[src/rtl/tlc_frame_scheduler_if.sv]
// Shift request/acknowledge handshake between the frame scheduler (master)
// and the serial pixel shifter (slave).
interface tlc_frame_scheduler_if;
  logic shift_start;  // one-clock pulse: shifter begins loading the chain
  logic shift_dc;     // qualifies shift_start: 1 = DC data, 0 = GS data
  logic shift_done;   // one-clock pulse from shifter: last bit shifted

  modport master (
    output shift_start,
    output shift_dc,
    input  shift_done
  );

  modport slave (
    input  shift_start,
    input  shift_dc,
    output shift_done
  );
endinterface

[src/rtl/tlc_frame_scheduler.sv]
// tlc_frame_scheduler: owns BLANK / XLAT / MODE / GSCLK timing for one LED
// driver chain and issues shift requests to the serial shifter. After reset
// it optionally uploads dot-correction data, then runs back-to-back GS PWM
// cycles separated by a blank window in which fresh GS data is latched.
//
// Optional feature macro: LED_XERR_MONITOR_EN
//   Adds a synchronised XERR monitor with outputs xerr_sticky / xerr_frames.
//   Without it led_xerr is ignored and no synchroniser flops are built.
//
// state     | meaning
// ----------+-------------------------------------------------------------
// S_IDLE    | blanked, waiting for enable
// S_DC_SHIFT| MODE=1, DC data being shifted, waiting for shift_done
// S_DC_LATCH| MODE=1, single XLAT clock latching the DC register
// S_BLANK   | BLANK=1 window; frame_tick on entry, GS XLAT on clock 1
// S_RUN     | BLANK=0, GSCLK toggling for one full GS PWM cycle
module tlc_frame_scheduler #(
  parameter int GS_BITS      = 12,
  parameter int BLANK_CYCLES = 4,
  parameter bit DC_ON_START  = 1'b1
) (
  input  logic                         clock,
  input  logic                         reset_n,
  input  logic                         enable,
  input  logic                         frame_req,
  tlc_frame_scheduler_if.master        shift_if,
  output logic                         led_mode,
  output logic                         led_blank,
  output logic                         led_xlat,
  output logic                         led_gsclk,
  input  logic                         led_xerr,
  output logic                         frame_tick,
  output logic [15:0]                  frame_count
`ifdef LED_XERR_MONITOR_EN
  ,
  output logic                         xerr_sticky,
  output logic [7:0]                   xerr_frames
`endif
);

  localparam int BW = $clog2(BLANK_CYCLES);
  localparam logic [BW-1:0]    BLANK_LOAD = BW'(BLANK_CYCLES - 1);
  localparam logic [BW-1:0]    BLANK_XLAT = BW'(BLANK_CYCLES - 2);
  localparam logic [GS_BITS:0] GS_LAST    = {1'b1, {GS_BITS{1'b0}}};

  typedef enum logic [2:0] {
    S_IDLE,
    S_DC_SHIFT,
    S_DC_LATCH,
    S_BLANK,
    S_RUN
  } state_t;

  state_t            state_q, state_d;
  logic [BW-1:0]     blank_cnt_q, blank_cnt_d;
  logic [GS_BITS:0]  gs_count_q, gs_count_d;
  logic              gsclk_q, gsclk_d;
  logic              xlat_q, xlat_d;
  logic              pending_q, pending_d;
  logic              busy_q, busy_d;
  logic              req_q, req_d;
  logic              shift_start_q, shift_start_d;
  logic              shift_dc_q, shift_dc_d;
  logic [15:0]       frame_count_q, frame_count_d;

  logic              shift_done;
  logic              enter_blank;
  logic              run_exit;
  logic              dc_start;
  logic              dc_phase;
  logic              gs_done;
  logic              gs_req;
  logic              gs_start;
  logic              busy_eff;

  assign shift_done = shift_if.shift_done;

  // State register.
  always_ff @(posedge clock or negedge reset_n) begin
    if (!reset_n) begin
      state_q <= S_IDLE;
    end else begin
      state_q <= state_d;
    end
  end

  // Next-state logic. Leaving IDLE for a DC upload waits until any GS shift
  // still in flight has finished, so the shifter never sees two requests.
  always_comb begin
    state_d = state_q;
    unique case (state_q)
      S_IDLE: begin
        if (enable) begin
          if (DC_ON_START) begin
            if (!busy_q) state_d = S_DC_SHIFT;
          end else begin
            state_d = S_BLANK;
          end
        end
      end
      S_DC_SHIFT: if (shift_done) state_d = S_DC_LATCH;
      S_DC_LATCH: state_d = S_BLANK;
      S_BLANK: begin
        if (blank_cnt_q == '0) state_d = enable ? S_RUN : S_IDLE;
      end
      S_RUN: if (gs_count_q == GS_LAST) state_d = S_BLANK;
      default: state_d = S_IDLE;
    endcase
  end

  // Datapath registers: timers, GSCLK, handshake state, frame counter.
  always_ff @(posedge clock or negedge reset_n) begin
    if (!reset_n) begin
      blank_cnt_q   <= '0;
      gs_count_q    <= '0;
      gsclk_q       <= 1'b0;
      xlat_q        <= 1'b0;
      pending_q     <= 1'b0;
      busy_q        <= 1'b0;
      req_q         <= 1'b0;
      shift_start_q <= 1'b0;
      shift_dc_q    <= 1'b0;
      frame_count_q <= '0;
    end else begin
      blank_cnt_q   <= blank_cnt_d;
      gs_count_q    <= gs_count_d;
      gsclk_q       <= gsclk_d;
      xlat_q        <= xlat_d;
      pending_q     <= pending_d;
      busy_q        <= busy_d;
      req_q         <= req_d;
      shift_start_q <= shift_start_d;
      shift_dc_q    <= shift_dc_d;
      frame_count_q <= frame_count_d;
    end
  end

  // Datapath next values. XLAT is computed one clock ahead so that a GS
  // shift_start can be held off whenever the next clock is an XLAT clock.
  always_comb begin
    enter_blank = (state_d == S_BLANK) && (state_q != S_BLANK);
    run_exit    = (state_q == S_RUN) && (state_d == S_BLANK);
    dc_start    = (state_q == S_IDLE) && (state_d == S_DC_SHIFT);

    // Blank window down-counter; index 0 is the entry clock.
    blank_cnt_d = blank_cnt_q;
    if (enter_blank) begin
      blank_cnt_d = BLANK_LOAD;
    end else if ((state_q == S_BLANK) && (blank_cnt_q != '0)) begin
      blank_cnt_d = blank_cnt_q - 1'b1;
    end

    // GSCLK toggles every clock in RUN; count rising edges. Forced low and
    // cleared on the clock that leaves RUN.
    gsclk_d    = 1'b0;
    gs_count_d = '0;
    if ((state_q == S_RUN) && (state_d == S_RUN)) begin
      gsclk_d    = ~gsclk_q;
      gs_count_d = gs_count_q + {{GS_BITS{1'b0}}, ~gsclk_q};
    end

    frame_count_d = frame_count_q;
    if (run_exit) frame_count_d = frame_count_q + 16'd1;

    // A finished GS shift marks data pending; a GS XLAT consumes it unless
    // another shift finishes on that same clock.
    gs_done   = shift_done && !shift_dc_q;
    pending_d = (pending_q && !(xlat_q && (state_q == S_BLANK))) || gs_done;

    xlat_d = (state_d == S_DC_LATCH) ||
             ((state_d == S_BLANK) && (blank_cnt_d == BLANK_XLAT) && pending_d);

    // GS requests are held in a single coalescing slot while the shifter is
    // busy, while a DC upload owns the shifter, or on an XLAT clock.
    busy_eff = busy_q && !shift_done;
    dc_phase = (state_q == S_DC_SHIFT) || (state_q == S_DC_LATCH) ||
               ((state_q == S_IDLE) && enable && DC_ON_START);
    gs_req   = frame_req || req_q;
    gs_start = gs_req && !busy_eff && !dc_phase && !xlat_d;
    req_d    = gs_req && !gs_start;

    shift_start_d = dc_start || gs_start;
    busy_d        = shift_start_d || busy_eff;

    shift_dc_d = shift_dc_q;
    if (dc_start) begin
      shift_dc_d = 1'b1;
    end else if (gs_start || shift_done) begin
      shift_dc_d = 1'b0;
    end
  end

  // Output decode; everything comes straight from flops so reset reaches
  // the pins asynchronously.
  always_comb begin
    led_blank            = (state_q != S_RUN);
    led_mode             = (state_q == S_DC_SHIFT) || (state_q == S_DC_LATCH);
    led_xlat             = xlat_q;
    led_gsclk            = gsclk_q;
    frame_tick           = (state_q == S_BLANK) && (blank_cnt_q == BLANK_LOAD);
    frame_count          = frame_count_q;
    shift_if.shift_start = shift_start_q;
    shift_if.shift_dc    = shift_dc_q;
  end

`ifdef LED_XERR_MONITOR_EN
  localparam logic [GS_BITS:0] XERR_MIN = (GS_BITS + 1)'(2);

  logic       xerr_meta_q, xerr_sync_q;
  logic       xerr_sticky_q, xerr_sticky_d;
  logic       xerr_seen_q, xerr_seen_d;
  logic [7:0] xerr_frames_q, xerr_frames_d;
  logic       xerr_hit;

  // Two-flop synchroniser for the asynchronous, active-low XERR pin.
  always_ff @(posedge clock or negedge reset_n) begin
    if (!reset_n) begin
      xerr_meta_q <= 1'b1;
      xerr_sync_q <= 1'b1;
    end else begin
      xerr_meta_q <= led_xerr;
      xerr_sync_q <= xerr_meta_q;
    end
  end

  // Monitor registers.
  always_ff @(posedge clock or negedge reset_n) begin
    if (!reset_n) begin
      xerr_sticky_q <= 1'b0;
      xerr_seen_q   <= 1'b0;
      xerr_frames_q <= '0;
    end else begin
      xerr_sticky_q <= xerr_sticky_d;
      xerr_seen_q   <= xerr_seen_d;
      xerr_frames_q <= xerr_frames_d;
    end
  end

  // XERR is only meaningful while the outputs are driven, so sample in RUN
  // after the first couple of GSCLK edges; count each affected GS cycle once.
  always_comb begin
    xerr_hit      = (state_q == S_RUN) && (gs_count_q >= XERR_MIN) && !xerr_sync_q;
    xerr_sticky_d = xerr_sticky_q || xerr_hit;
    xerr_seen_d   = xerr_seen_q || xerr_hit;
    xerr_frames_d = xerr_frames_q;
    if (run_exit) begin
      xerr_seen_d = 1'b0;
      if ((xerr_seen_q || xerr_hit) && (xerr_frames_q != 8'hFF)) begin
        xerr_frames_d = xerr_frames_q + 8'd1;
      end
    end
  end

  assign xerr_sticky = xerr_sticky_q;
  assign xerr_frames = xerr_frames_q;
`else
  logic unused_xerr;
  assign unused_xerr = led_xerr;
`endif

endmodule

[src/flat_wrapper.sv]
// flat-port wrapper written by rule: the top's interface ports become plain ports
module tlc_frame_scheduler_flat 
#(
  parameter int GS_BITS      = 12,
  parameter int BLANK_CYCLES = 4,
  parameter bit DC_ON_START  = 1'b1
)
  (clock, reset_n, enable, frame_req, led_mode, led_blank, led_xlat, led_gsclk, led_xerr, frame_tick, frame_count, shift_if_shift_start, shift_if_shift_dc, shift_if_shift_done);
  tlc_frame_scheduler_if shift_if_i ();
  input  logic clock;
  input  logic reset_n;
  input  logic enable;
  input  logic frame_req;
  output logic led_mode;
  output logic led_blank;
  output logic led_xlat;
  output logic led_gsclk;
  input  logic led_xerr;
  output logic frame_tick;
  output logic [15:0] frame_count;
  output wire logic [$bits(shift_if_i.shift_start)-1:0] shift_if_shift_start;
  output wire logic [$bits(shift_if_i.shift_dc)-1:0] shift_if_shift_dc;
  input wire logic [$bits(shift_if_i.shift_done)-1:0] shift_if_shift_done;
  assign shift_if_shift_start = shift_if_i.shift_start;
  assign shift_if_shift_dc = shift_if_i.shift_dc;
  assign shift_if_i.shift_done = shift_if_shift_done;
  tlc_frame_scheduler #(.GS_BITS(GS_BITS), .BLANK_CYCLES(BLANK_CYCLES), .DC_ON_START(DC_ON_START)) u_core (.clock(clock), .reset_n(reset_n), .enable(enable), .frame_req(frame_req), .shift_if(shift_if_i), .led_mode(led_mode), .led_blank(led_blank), .led_xlat(led_xlat), .led_gsclk(led_gsclk), .led_xerr(led_xerr), .frame_tick(frame_tick), .frame_count(frame_count));
endmodule
[config.mk]
export PLATFORM = sky130hd
export DESIGN_NAME = tlc_frame_scheduler_flat
export DESIGN_NICKNAME = d
export VERILOG_FILES = /design/src/rtl/tlc_frame_scheduler_if.sv /design/src/rtl/tlc_frame_scheduler.sv /design/src/flat_wrapper.sv
export SDC_FILE = /design/constraint.sdc
export NUM_CORES = 1
export LEC_CHECK = 0
export ABC_CLOCK_PERIOD_IN_PS = 2850
export CORE_ASPECT_RATIO = 1.5
export CORE_MARGIN = 2
export CORE_UTILIZATION = 39
export DETAILED_ROUTE_END_ITERATION = 8
export SLEW_MARGIN = 20
export SYNTH_ARGS = -nofsm -noshare
export SYNTH_HDL_FRONTEND = slang
export SYNTH_SLANG_ARGS = --single-unit
[constraint.sdc]
create_clock -name clock -period 2.85 [get_ports clock]
set_input_delay 0.57 -clock clock [delete_from_list [all_inputs] [get_ports clock]]
set_output_delay 0.57 -clock clock [all_outputs]
set_load 0.03 [all_outputs]
==> load_flow_metrics.sql, run 1 <==
INSERT INTO impl_metrics (metric_group, metric, value, unit) VALUES
('placement', 'port_buffers', '27', ''),
('global_routing', 'grt_util_all_layers', '14.7', '%'),
('clock_network', 'cts.reportedPaths.clkPinSlew', '0.07', 'ns'),
('detailed_routing', 'drt_pre_antenna_iters', '4', ''),
('power', 'p_sw_share', '31.6', '%'),
('power', 'pwr-share-clk', '27.7', '%'),
('global_routing', 'grt-ovfl-total', '0', ''),
('sta', 'totalNegativeSetupSlack', '0', 'ns'),
('floorplan', 'die_w', '64.3', 'um'),
('global_routing', 'grt_pass1_wl', '7010', 'um'),
('floorplan', 'std_cell_rows', '32', ''),
('synth', 'postSynthRegisterBits', '41', ''),
('layout', 'finish.cell_count_without_fillers', '301', ''),
('placement', 'place_area', '2450', 'um^2'),
('layout', 'signed_area_change_from_the_synthesized_netlist_to_the_final_layout', '20.3', '%'),
('detailed_routing', 'route.antenna.remaining_nets', '0', ''),
('synth', 'syn-instance-count', '203', ''),
('synth', 'postSynthAreaPerCell', '10.5', 'um^2'),
('detailed_routing', 'vias_per_cell', '5.19', ''),
('global_routing', 'initial_antenna_violation_count', '0', ''),
('clock_network', 'postCtsHoldBufs', '0', ''),
('setup_path', 'critical_path_class', 'reg -> out', ''),
('synth', 'syn-num-nets', '214', ''),
('sta', 'finalSetupViolations', '0', ''),
('global_routing', 'first_global_vias', '1515', ''),
('sta', 'final_max_slew_viol_count', '0', ''),
('synth', 'synthesis.yosys.warnings', '0', ''),
('detailed_routing', 'wire_per_inst', '13.5', 'um'),
('clock_network', 'worst_skew_pair.late_latency', '0.28', 'ns'),
('power', 'power.share.combinational', '27.5', '%'),
('detailed_routing', 'routed-via-count', '1562', ''),
('synth', 'yosys.cell_types.count', '46', ''),
('sta', 'layout_min_cycle_time', '2.45', 'ns'),
('setup_path', 'critical_path_peak_fanout', '8', ''),
('power', 'p_int', '0.00109', 'W'),
('layout', 'drive_above_1_share', '10.3', '%'),
('power', 'power_density', '622', 'nW/um^2'),
('sta', 'timing.final.crit_share', '86.1', '%'),
('setup_path', 'worstPathRequired', '2.28', 'ns'),
('placement', 'dp.cells', '294', ''),
('sta', 'achievable-frequency', '0.408', 'GHz'),
('power', 'vdd.ir_drop.worst', '0.325', 'mV'),
('power', 'power_leakage', '1.12', 'nW'),
('clock_network', 'htree_num_levels', '2', ''),
('sta', 'hold_viol_final', '0', ''),
('floorplan', 'area_of_the_die', '6070', 'um^2'),
('clock_network', 'tritoncts', 'yes', ''),
('synth', 'synth_flop_cell', 'sky130_fd_sc_hd__dfrtp_1', ''),
('sta', 'worst_clock_skew', '0.00368', 'ns'),
('detailed_routing', 'drt_first_iter_violations', '73', ''),
('synth', 'number_of_flops_mapped_to_enable_cells_by_yosys', '0', ''),
('clock_network', 'cts_buffers', '5', ''),
('floorplan', 'core-area', '5200', 'um^2'),
('clock_network', 'clock_root_cell', 'sky130_fd_sc_hd__clkbuf_8', ''),
('setup_path', 'timing.critical_path.arrival', '1.88', 'ns'),
('status', 'outcome', 'completed', ''),
('setup_path', 'type_of_element_launching_the_critical_path', 'register', ''),
('synth', 'netlist_area', '2130', 'um^2'),
('sta', 'relSlewSlack', '39.4', '%'),
('sta', 'worstMarginPinSlew', '0.909', 'ns'),
('placement', 'globalplace.congestion', '0.759', ''),
('layout', 'stdcell_area', '2560', 'um^2'),
('clock_network', 'post-cts-setup-buffer-count', '0', ''),
('floorplan', 'die_y', '94.4', 'um'),
('detailed_routing', 'drt_wl_total', '4060', 'um'),
('power', 'total_switching_power', '0.000503', 'W'),
('setup_path', 'critical_path.endpoint_type', 'output port', ''),
('floorplan', 'ioPinCount', '29', ''),
('layout', 'num-nets-final', '244', ''),
('clock_network', 'clock_path_buffers', '2', ''),
('layout', 'fillerInstances', '502', ''),
('flow_run', 'max_cap_violations', '0', ''),
('power', 'power.total', '0.00159', 'W'),
('sta', 'rsz0062_at_grt', 'false', ''),
('power', 'share_seq_of_total_power', '44.8', '%'),
('clock_network', 'tritoncts_num_sinks', '41', ''),
('hold_path', 'hp-class', 'in -> async', ''),
('placement', 'dpl.hpwl', '2890', 'um'),
('synth', 'asyncSetResetFlopFracSynth', '100', '%'),
('layout', 'utilization', '49.2', '%'),
('detailed_routing', 'drt_drc_violations_left', '0', ''),
('floorplan', 'start_util', '40.9', '%'),
('clock_network', 'ctsResizeCount', '0', ''),
('layout', 'number_of_antenna_cells_inserted', '0', ''),
('synth', 'ys_seq_area_share', '48.2', '%'),
('global_routing', 'pin_count_of_the_biggest_net_entering_global_routing', '42', '');
## flip-flops by register name, indices dropped and copies added (netlist names)
name / cells
u_core.gs_count_q: 13
u_core.pending_q: 1
u_core.led_xlat: 1
u_core.shift_if.shift_dc: 1
u_core.shift_if.shift_start: 1
u_core.led_gsclk: 1
u_core.state_q: 3
u_core.busy_q: 1
u_core.blank_cnt_q: 2
u_core.req_q: 1
u_core.frame_count: 16
## critical path: stages, from the launching register on
cell	delay (ns)
sky130_fd_sc_hd__dfrtp_1	0.52
sky130_fd_sc_hd__and2b_2	0.24
sky130_fd_sc_hd__and3_1	0.17
sky130_fd_sc_hd__clkdlybuf4s50_1	0.67
## cells in the mapped netlist (all sizes together), types with 3 or more instances
cell | number | area share (%)
dfrtp | 41 | 48
inv | 12 | 2.1
o31ai | 3 | 1.1
buf | 4 | 1.1
nand3 | 11 | 2.8
xnor2 | 9 | 3.7
nor4 | 11 | 5.4
nand4 | 7 | 2.4
nor3 | 7 | 1.6
and3 | 4 | 1.2
ha | 5 | 2.9
o21ai | 4 | 1.1
nand2 | 17 | 3.0
nor2 | 23 | 4.2
xor2 | 17 | 7.0
a21oi | 3 | 0.71
## path summary, 6_finish.rpt
kind | from | to | slack [ns] | cells after the start
max in group asynchronous | reset_n | u_core.gs_count_q[0] | 1.87 | 1
hold / removal | reset_n | u_core.led_xlat | 0.41 | 1
setup / recovery | u_core.state_q[1] | frame_tick | 0.40 | 3
hold reg to reg | u_core.led_gsclk | u_core.led_gsclk | 0.46 | 1
min in group clock | u_core.led_gsclk | u_core.led_gsclk | 0.46 | 1
setup reg to reg | u_core.blank_cnt_q[0] | u_core.shift_if.shift_dc | 0.75 | 6
## power groups by stage
stage          registers [W]  logic (W)  clock network (W)
6_report            0.000713   0.000438           0.000442
5_1_grt             0.000725   0.000490           0.000483
4_1_cts             0.000713   0.000448           0.000456
3_5_place_dp        0.000724   0.000447                  0
3_3_place_gp        0.000724   0.000443                  0
2_1_floorplan       0.000710   0.000323                  0
## per-layer routing
metal  global-route usage, %  vias to the layer above  part of all wire, %
met3                    2.86                        5                  2.5
met4                    5.32                        0                  1.7
met2                    26.6                       22                   53
met1                    17.2                      766                   43
met5                       0                        -                    0
li1                        -                      769                    -
## cell type report
class                           instances  area, um^2  share of cell area (%)
Clock buffer                            5        68.8                    2.69
Clock inverter                          2        35.0                    1.37
Tap cell                               68        85.1                    3.33
Inverter                               12        45.0                    1.76
Multi-Input combinational cell        146        1030                    40.4
Sequential cell                        41        1030                    40.1
Timing Repair Buffer                   27         265                    10.4
## stage by stage
| step | setup slack (ns) | hold slack (ns) |
|---|---|---|
| after global placement | 0.509 | 0.446 |
| after CTS | 0.381 | 0.453 |
| after detailed placement | 0.514 | 0.453 |
| after floorplan | 0.870 | 0.274 |
| final | 0.397 | 0.414 |
| after global routing | 0.325 | 0.479 |
## kinds of logic after synthesis
group,synth area share (%)
flip-flops,48.2
AO/OA/AOI/OAI,6.06
adder cells (fa/ha/maj),2.94
XOR/XNOR,10.7
AND/OR/NAND/NOR,27.9
buffers and inverters,3.18
multiplexers,1.00
## layout by cell type (no fill, tap or decap), types with 4 or more instances in the layout
master / count
sky130_fd_sc_hd__and3_1: 4
sky130_fd_sc_hd__clkbuf_8: 5
sky130_fd_sc_hd__clkdlybuf4s50_1: 26
sky130_fd_sc_hd__dfrtp_1: 41
sky130_fd_sc_hd__ha_1: 5
sky130_fd_sc_hd__inv_1: 12
sky130_fd_sc_hd__nand2_1: 17
sky130_fd_sc_hd__nand3_1: 10
sky130_fd_sc_hd__nand4_1: 6
sky130_fd_sc_hd__nor2_1: 22
sky130_fd_sc_hd__nor3_1: 7
sky130_fd_sc_hd__nor4_1: 5
sky130_fd_sc_hd__nor4_2: 5
sky130_fd_sc_hd__xnor2_1: 9
sky130_fd_sc_hd__xor2_1: 17
(Power assumes the default switching activity.)
==> run 2, diff against run 1 <==
--- a/config.mk
+++ b/config.mk
@@ -8,8 +8,9 @@
 export ABC_CLOCK_PERIOD_IN_PS = 2850
 export CORE_ASPECT_RATIO = 1.5
 export CORE_MARGIN = 2
-export CORE_UTILIZATION = 39
+export CORE_UTILIZATION = 54
 export DETAILED_ROUTE_END_ITERATION = 8
+export PLACE_DENSITY = 0.79
 export SLEW_MARGIN = 20
 export SYNTH_ARGS = -nofsm -noshare
 export SYNTH_HDL_FRONTEND = slang
==> constraint.sdc (replaced) <==
create_clock -name clock -period 2.85 [get_ports clock]
set_input_delay 0.7125 -clock clock [delete_from_list [all_inputs] [get_ports clock]]
set_output_delay 0.7125 -clock clock [all_outputs]
set_load 0.03 [all_outputs]
==> load_flow_metrics.sql, run 2 (same netlist as run 1, synthesis figures left out) <==
INSERT INTO impl_metrics (metric_group, metric, value, unit) VALUES
('status', 'outcome', 'completed', ''),
('layout', 'num-nets-final', '244', ''),
('detailed_routing', 'drt_drc_violations_left', '0', ''),
('placement', 'globalplace.congestion', '0.774', ''),
('detailed_routing', 'drt_pre_antenna_iters', '4', ''),
('power', 'vdd.ir_drop.worst', '0.708', 'mV'),
('floorplan', 'std_cell_rows', '27', ''),
('clock_network', 'htree_num_levels', '2', ''),
('sta', 'finalSetupViolations', '0', ''),
('detailed_routing', 'wl_met3', '111', 'um'),
('setup_path', 'type_of_element_launching_the_critical_path', 'register', ''),
('setup_path', 'worstPathRequired', '2.14', 'ns'),
('sta', 'relSlewSlack', '39.8', '%'),
('hold_path', 'hp-class', 'reg -> reg', ''),
('floorplan', 'core-area', '3720', 'um^2'),
('sta', 'worst_clock_skew', '0.00912', 'ns'),
('clock_network', 'ctsResizeCount', '0', ''),
('flow_run', 'max_cap_violations', '0', ''),
('clock_network', 'cts.reportedPaths.clkPinSlew', '0.08', 'ns'),
('clock_network', 'clock_root_cell', 'sky130_fd_sc_hd__clkbuf_8', ''),
('clock_network', 'tritoncts', 'yes', ''),
('global_routing', 'initial_antenna_violation_count', '0', ''),
('detailed_routing', 'detail_route.wirelength.met1', '1620', 'um'),
('sta', 'achievable-frequency', '0.380', 'GHz'),
('clock_network', 'clock_path_buffers', '2', ''),
('placement', 'dpl.hpwl', '2820', 'um'),
('detailed_routing', 'drt_wl_total', '3990', 'um'),
('global_routing', 'grt_util_all_layers', '19.2', '%'),
('global_routing', 'grt_pass1_wl', '6780', 'um'),
('detailed_routing', 'drt_first_iter_violations', '49', ''),
('layout', 'mostFrequentLayoutCell', 'sky130_fd_sc_hd__dfrtp_1', ''),
('floorplan', 'die_y', '80.9', 'um'),
('detailed_routing', 'routed-via-count', '1545', ''),
('setup_path', 'critical_path.endpoint_type', 'output port', ''),
('setup_path', 'cp_cell_sequence', 'and2b_2 > and3_1 > clkdlybuf4s50_1', ''),
('floorplan', 'start_util', '57.2', '%'),
('layout', 'signed_area_change_from_the_synthesized_netlist_to_the_final_layout', '19.4', '%'),
('global_routing', 'grt-ovfl-total', '0', ''),
('detailed_routing', 'routed-wl-met2', '2170', 'um'),
('detailed_routing', 'vias_per_cell', '5.58', ''),
('floorplan', 'area_of_the_die', '4470', 'um^2'),
('layout', 'stdcell_area', '2540', 'um^2'),
('setup_path', 'cpLargestDelayFamily', 'buffers and inverters', ''),
('sta', 'layout_min_cycle_time', '2.63', 'ns'),
('detailed_routing', 'wire_per_inst', '14.4', 'um'),
('layout', 'commonest_cells_after_routing_fill_and_taps_aside', 'sky130_fd_sc_hd__dfrtp_1 (41), sky130_fd_sc_hd__clkdlybuf4s50_1 (26), sky130_fd_sc_hd__nor2_1 (22)', ''),
('clock_network', 'worst_skew_pair.late_latency', '0.29', 'ns'),
('detailed_routing', 'route.antenna.remaining_nets', '0', ''),
('sta', 'timing.final.crit_share', '92.2', '%'),
('layout', 'drive_above_1_share', '10.3', '%'),
('setup_path', 'timing.critical_path.arrival', '1.92', 'ns'),
('power', 'power_leakage', '1.12', 'nW'),
('clock_network', 'postCtsHoldBufs', '0', ''),
('clock_network', 'tritoncts_num_sinks', '41', ''),
('setup_path', 'critPathSlowestCell', 'sky130_fd_sc_hd__clkdlybuf4s50_1', ''),
('placement', 'port_buffers', '27', ''),
('setup_path', 'critical_path.max_stage_delay', '0.67', 'ns'),
('power', 'power_density', '643', 'nW/um^2'),
('sta', 'totalNegativeSetupSlack', '0', 'ns'),
('layout', 'fillerInstances', '313', ''),
('setup_path', 'critical_path_class', 'reg -> out', ''),
('sta', 'hold_viol_final', '0', ''),
('floorplan', 'die_w', '55.2', 'um'),
('placement', 'place_area', '2420', 'um^2'),
('floorplan', 'ioPinCount', '29', ''),
('detailed_routing', 'route.top_layer_used', 'met4', ''),
('clock_network', 'post-cts-setup-buffer-count', '0', ''),
('global_routing', 'first_global_vias', '1564', ''),
('setup_path', 'cp.buffers_inverters', '1', ''),
('layout', 'number_of_antenna_cells_inserted', '0', ''),
('clock_network', 'cts_buffers', '5', ''),
('sta', 'final_max_slew_viol_count', '0', ''),
('sta', 'worstMarginPinSlew', '0.903', 'ns'),
('global_routing', 'pin_count_of_the_biggest_net_entering_global_routing', '42', ''),
('sta', 'rsz0062_at_grt', 'false', ''),
('layout', 'largest_register_ff_count', '16', ''),
('setup_path', 'critical_path_peak_fanout', '8', '');
-- run 2: final cells by class --
type                            instances  area, um^2  share of cell area (%)
Inverter                               12        45.0                    1.77
Sequential cell                        41        1030                    40.4
Clock buffer                            7        86.3                    3.40
Clock inverter                          1        30.0                    1.18
Multi-Input combinational cell        146        1030                    40.7
Timing Repair Buffer                   27         265                    10.4
Tap cell                               43        53.8                    2.12
-- run 2: worst paths after layout --
path | from | slack [ns] | cells past startpoint | end
setup / recovery | u_core.state_q[1] | 0.22 | 3 | frame_tick
hold / removal | u_core.led_gsclk | 0.46 | 1 | u_core.led_gsclk
setup reg to reg | u_core.blank_cnt_q[0] | 0.72 | 6 | u_core.shift_if.shift_dc
hold reg to reg | u_core.led_gsclk | 0.46 | 1 | u_core.led_gsclk
max in group asynchronous | reset_n | 1.74 | 1 | u_core.pending_q
min in group asynchronous | reset_n | 0.55 | 1 | u_core.frame_count[4]
-- run 2: worst reg2reg max path: stages, from the launching register on --
cell	delay [ns]
sky130_fd_sc_hd__dfrtp_1	0.43
sky130_fd_sc_hd__inv_1	0.07
sky130_fd_sc_hd__ha_1	0.31
sky130_fd_sc_hd__or3b_1	0.35
sky130_fd_sc_hd__a221o_1	0.35
sky130_fd_sc_hd__o311ai_2	0.39
sky130_fd_sc_hd__a31o_1	0.19
-- run 2: through the flow --
stage	cells	setup WS, ns	hold WS (ns)	util [%]	power, W
2_1_floorplan	203	0.870	0.417	-	0.00103
3_3_place_gp	269	0.385	0.451	65.2	0.00115
3_5_place_dp	269	0.384	0.451	65.2	0.00116
4_1_cts	277	0.239	0.465	68.4	0.00165
5_1_grt	277	0.178	0.478	68.4	0.00172
6_report	277	0.222	0.463	68.4	0.00163
-- run 2: power breakdown --
part | internal [W] | total (W) | switching, W
clock network | 0.000286 | 0.000478 | 0.000192
logic | 0.000191 | 0.000439 | 0.000248
registers | 0.000644 | 0.000718 | 0.0000743
total | 0.00112 | 0.00163 | 0.000514
-- run 2: per-layer routing --
metal	up-vias	GRT usage [%]
li1	763	-
met1	748	20.4
met2	28	36.5
met3	6	3.50
met4	0	9.02
met5	-	0
==> run 3, diff against run 2 <==
--- a/config.mk
+++ b/config.mk
@@ -9,9 +9,10 @@
 export CORE_ASPECT_RATIO = 1.5
 export CORE_MARGIN = 2
 export CORE_UTILIZATION = 54
+export CTS_CLUSTER_DIAMETER = 80
 export DETAILED_ROUTE_END_ITERATION = 8
+export GPL_ROUTABILITY_DRIVEN = 0
 export PLACE_DENSITY = 0.79
-export SLEW_MARGIN = 20
 export SYNTH_ARGS = -nofsm -noshare
 export SYNTH_HDL_FRONTEND = slang
 export SYNTH_SLANG_ARGS = --single-unit
==> results of run 3 <==
Final layout, timing and power as in run 2 (identical DEF).
